<file path="src/rtl/kyber_pkg.sv">
// Shared Kyber definitions: exchange FSM states and per-rank pk/ciphertext word counts.
package kyber_pkg;

    localparam int WORD_W = 32;
    localparam int CNT_W  = 10;

    typedef enum logic [2:0] {
        S_IDLE,
        S_START,
        S_PK_XFER,
        S_CT_XFER,
        S_DONE,
        S_ERR
    } xchg_state_e;

    function automatic logic k_legal(input logic [2:0] k);
        return (k == 3'd2) || (k == 3'd3) || (k == 3'd4);
    endfunction

    // Public key is 96k+8 words.
    function automatic logic [CNT_W-1:0] pk_words(input logic [2:0] k);
        case (k)
            3'd2:    return 10'd200;
            3'd3:    return 10'd296;
            3'd4:    return 10'd392;
            default: return 10'd0;
        endcase
    endfunction

    function automatic logic [CNT_W-1:0] ct_words(input logic [2:0] k);
        case (k)
            3'd2:    return 10'd192;
            3'd3:    return 10'd272;
            3'd4:    return 10'd392;
            default: return 10'd0;
        endcase
    endfunction

endpackage

</file>
<file path="src/rtl/kyber_word_fwd.sv">
// One registered forwarding stage (valid + data); data only loads on a valid word.
module kyber_word_fwd #(
    parameter int W = 32
) (
    input  logic         clk,
    input  logic         rst,
    input  logic         in_valid,
    input  logic [W-1:0] in_data,
    output logic         out_valid,
    output logic [W-1:0] out_data
);

    always_ff @(posedge clk) begin
        if (rst) begin
            out_valid <= 1'b0;
            out_data  <= '0;
        end else begin
            out_valid <= in_valid;
            if (in_valid)
                out_data <= in_data;
        end
    end

endmodule

</file>
<file path="src/rtl/kyber_xchg_ctrl.sv">
// Key-exchange sequencer: starts both cores, relays pk server->client, then ciphertext client->server.
module kyber_xchg_ctrl
    import kyber_pkg::*;
#(
    parameter int TIMEOUT = 4096
) (
    input  logic              clk,
    input  logic              rst,
    input  logic              start,
    input  logic [2:0]        k,
    output logic              busy,
    output logic              done,
    output logic              err,
    output logic              srv_start,
    output logic              cli_start,
    input  logic              srv_valid,
    input  logic [WORD_W-1:0] srv_dout,
    input  logic              cli_valid,
    input  logic [WORD_W-1:0] cli_dout,
    output logic              cli_wen,
    output logic [WORD_W-1:0] cli_din,
    output logic              srv_wen,
    output logic [WORD_W-1:0] srv_din,
    output logic [CNT_W-1:0]  word_cnt
);

    localparam int TMO_W = (TIMEOUT > 2) ? $clog2(TIMEOUT) : 1;

    xchg_state_e      state, nxt;
    logic [2:0]       k_q;
    logic [TMO_W-1:0] tmo_cnt;

    logic start_ok, pk_fire, ct_fire, pk_last, ct_last, in_phase, tmo_hit;

    // Only the source that owns the current phase is ever forwarded.
    assign start_ok = (state == S_IDLE) && start && k_legal(k);
    assign pk_fire  = (state == S_PK_XFER) && srv_valid;
    assign ct_fire  = (state == S_CT_XFER) && cli_valid;
    assign pk_last  = pk_fire && (word_cnt == pk_words(k_q) - 10'd1);
    assign ct_last  = ct_fire && (word_cnt == ct_words(k_q) - 10'd1);
    assign in_phase = (state == S_PK_XFER) || (state == S_CT_XFER);
    assign tmo_hit  = in_phase && !pk_fire && !ct_fire
                      && (tmo_cnt == TMO_W'(TIMEOUT - 1));

    always_comb begin
        nxt = state;
        case (state)
            S_IDLE:    if (start) nxt = k_legal(k) ? S_START : S_ERR;
            S_START:   nxt = S_PK_XFER;
            S_PK_XFER: if (pk_last) nxt = S_CT_XFER;
                       else if (tmo_hit) nxt = S_ERR;
            S_CT_XFER: if (ct_last) nxt = S_DONE;
                       else if (tmo_hit) nxt = S_ERR;
            S_DONE:    nxt = S_IDLE;
            S_ERR:     nxt = S_IDLE;
            default:   nxt = S_IDLE;
        endcase
    end

    always_ff @(posedge clk) begin
        if (rst) begin
            state     <= S_IDLE;
            k_q       <= '0;
            word_cnt  <= '0;
            tmo_cnt   <= '0;
            busy      <= 1'b0;
            done      <= 1'b0;
            err       <= 1'b0;
            srv_start <= 1'b0;
            cli_start <= 1'b0;
        end else begin
            state     <= nxt;
            busy      <= (nxt != S_IDLE);
            done      <= (nxt == S_DONE);
            srv_start <= (nxt == S_START);
            cli_start <= (nxt == S_START);

            // err becomes visible once the ERR cycle is over and sticks until a good start.
            if (start_ok) begin
                k_q <= k;
                err <= 1'b0;
            end else if (state == S_ERR) begin
                err <= 1'b1;
            end

            if (start_ok || pk_last || ct_last)
                word_cnt <= '0;
            else if (pk_fire || ct_fire)
                word_cnt <= word_cnt + 10'd1;

            if ((nxt != state) || pk_fire || ct_fire)
                tmo_cnt <= '0;
            else if (in_phase)
                tmo_cnt <= tmo_cnt + 1'b1;
        end
    end

    kyber_word_fwd #(.W(WORD_W)) u_pk_fwd (
        .clk       (clk),
        .rst       (rst),
        .in_valid  (pk_fire),
        .in_data   (srv_dout),
        .out_valid (cli_wen),
        .out_data  (cli_din)
    );

    kyber_word_fwd #(.W(WORD_W)) u_ct_fwd (
        .clk       (clk),
        .rst       (rst),
        .in_valid  (ct_fire),
        .in_data   (cli_dout),
        .out_valid (srv_wen),
        .out_data  (srv_din)
    );

endmodule

</file>
<file path="config.mk">
export PLATFORM = sky130hd
export DESIGN_NAME = kyber_xchg_ctrl
export DESIGN_NICKNAME = d
export VERILOG_FILES = /design/src/rtl/kyber_pkg.sv /design/src/rtl/kyber_word_fwd.sv /design/src/rtl/kyber_xchg_ctrl.sv
export SDC_FILE = /design/constraint.sdc
export NUM_CORES = 1
export LEC_CHECK = 0
export ABC_CLOCK_PERIOD_IN_PS = 8700
export CAP_MARGIN = 20
export CORE_MARGIN = 1
export CORE_UTILIZATION = 39
export DETAILED_ROUTE_END_ITERATION = 16
export GPL_ROUTABILITY_DRIVEN = 0
export PLACE_DENSITY = 0.77
export SYNTH_ARGS = -nofsm -noshare
export SYNTH_HDL_FRONTEND = slang
export SYNTH_SLANG_ARGS = --single-unit
</file>
<file path="constraint.sdc">
create_clock -name clk -period 8.7 [get_ports clk]
set_input_delay 1.74 -clock clk [delete_from_list [all_inputs] [get_ports clk]]
set_output_delay 1.74 -clock clk [all_outputs]
set_load 0.005 [all_outputs]
</file>
==> metrics <==
status finished, final reports clean; RSZ-0062 raised after global routing no; kind of critical path in2reg; Initial Util 0.401; antenna cells 0; Yosys top cell by area dfxtp_1; Clock Tree Root clkbuf_8; 1st-pass router iterations 5; Design Power ~0.84 mW; DP Wirelength ~8 mm; drt total wl 10.9 mm; CTS Buffer Depth 2; largest net degree at the start of global routing 77; fin crit share 0.444; min Tclk post-route between 3 and 4 ns; DRC viols 0; Port Buffers roughly 150; top cell type's share of synthesized area 0.476; antenna violations before repair 0; Crit path arrival time ~4 ns; Core Area around 10,000 sq um; most numerous cell in the Yosys netlist nand2_1; total number of vias a little under 4,000; # setup viols final 0; CP Launch Type primary input; Area growth syn-to-layout 43.7%; maximum vdd drop slightly above 0.09 mV; final clock skew roughly 0.012 ns; Relative slew margins 0.355; Hold Path Class reg2reg; cts hold-fix bufs 0; worst skew pair latency about 0.35 ns; Post-Syn Area per Cell approximately 7.9 sq um; met3 wire len a little under 600 microns; Top Metal Used met4; htree depth 3; PwrDens 141 nW/um^2; Cell Area, Synth 4120 sq um; TritonCTS Sinks 98; vias in the first global route about 3,900; Seq/Total Area, Yosys 0.476; yosys warns 0; ratio of cells with drive above 1 in the final layout 0.0410; Post-Synthesis Cells roughly 520; Rows 37; Slew Viols, Final 0; top area cells in the synthesized netlist dfxtp_1 48%, nand2_1 14%, a21oi_1 8.6%, nor2_1 3.5%, clkbuf_1 3.1%; Die Area 11,000 sq um; fin nets 730; Post-synth EDFFs 0; Setup crit end kind flip-flop; Mapped Nets 600; Worst-Margin Slew approximately 0.96 ns; fillers between 900 and 1,000; die height roughly 100 microns; Routed met1 length ~4.4 mm; gr usage total 0.195; Worst Path Required 8.90 ns; asr flop ratio synth 0; first-pass GRT wire length around 18 mm; remaining antenna violation count 0; # Post-CTS Setup Buffers 0; die width 105 microns; Unique masters post-synth 47; vias per cell ~5; clock-pin slew on the worst setup and hold paths roughly 0.1 ns; Placed Instances approximately 780; DR WL/cell 13.7 microns; register bit total from synthesis 98; Layout Cells excl Fill 795; Synth Flop Type dfxtp_1; total gr overflow 0; fmax roughly 260 MHz; CTS tree yes; Post-synth top cells 153 x nand2_1, 98 x dfxtp_1, 71 x a21oi_1, 38 x nor2_1, 34 x clkbuf_1; Hold Crit Depth 2; final hold vios 0; routed wl met2 5.62 mm; max cap viols 0; Setup TNS Final 0 ns; Min Hold Slack approximately 0.46 ns; end-of-flow core utilization 0.576; CTS buffer count 9; io pins 153; Detailed Route Iter0 Violations approximately 210; P_leak ~2.1 nW; r2r worst-path depth 9; Worst Path Max Fanout 34; PostCTS Resize Cnt 0
[worst max-delay path, stage by stage]
cell	delay [ns]
clkdlybuf4s50_1	0.49
nand3_1	0.08
buf_4	0.26
a211o_1	0.30
a2111o_1	0.34
a31oi_1	0.71
nor3b_1	0.13
[path summary, 6_finish.rpt]
kind / from / endpoint / slack, ns
hold reg to reg: u_pk_fwd.out_data[28] / u_pk_fwd.out_data[28] / 0.46
hold / removal: u_pk_fwd.out_data[28] / u_pk_fwd.out_data[28] / 0.46
setup reg to reg: k_q[2] / tmo_cnt[1] / 5.09
setup / recovery: srv_valid / tmo_cnt[1] / 4.84
[state kept, by name, summed over array words and instances (netlist names), 3 cells and up]
name / cells
k_q: 3
u_ct_fwd.out_data: 32
word_cnt: 10
tmo_cnt: 12
state: 3
u_pk_fwd.out_data: 32
[cells by family after synthesis]
logic type      Yosys count  synth area share
fa+ha+maj                 4            0.0121
simple gates            249             0.269
mux                       4           0.00972
xor+xnor                 24            0.0510
flops                    98             0.476
compound gates           99             0.138
buf+inv                  46            0.0440
[through the flow]
stage	setup slack (ns)	instance area, sq um
2_1_floorplan	5.51	4120
3_3_place_gp	4.53	5680
3_5_place_dp	4.48	5680
4_1_cts	4.86	5870
5_1_grt	4.70	5920
6_report	4.84	5920
[metal layers]
layer  track usage  vias up
met1         0.221     1851
met2         0.350      112
met5             0        -
met4        0.0734        0
li1              -     1997
met3        0.0493       18
[layout make-up]
| cell class | instances | area, sq um | share of cell area |
|---|---|---|---|
| Timing Repair Buffer | 158 | 1600 | 0.270 |
| Clock buffer | 10 | 138 | 0.0232 |
| Multi-Input combinational cell | 380 | 1980 | 0.334 |
| Clock inverter | 6 | 47.5 | 0.00803 |
| Tap cell | 136 | 170 | 0.0287 |
| Inverter | 7 | 26.3 | 0.00444 |
| Sequential cell | 98 | 1960 | 0.331 |
[power breakdown]
group	internal (mW)	total (mW)	switching, mW
registers	0.456	0.463	0.00759
logic	0.0553	0.0974	0.0421
clock network	0.115	0.274	0.160
[cells in the final DEF (no fill, tap or decap), types with 3 or more instances in the layout]
cell type        instances
a21oi_1                 71
a31oi_1                  3
and3_1                   9
buf_4                    4
clkbuf_8                10
clkdlybuf4s50_1        151
dfxtp_1                 98
ha_1                     4
inv_1                    7
mux2i_1                  4
nand2_1                153
nand3_1                  7
nand4_1                  5
nor2_1                  38
nor2b_1                  6
nor3_1                   6
nor3b_1                  3
nor4_1                   4
nor4bb_1                 3
o21ai_0                  7
or3_1                    4
xnor2_1                 13
xor2_1                  11
(Power assumes the default switching activity.)
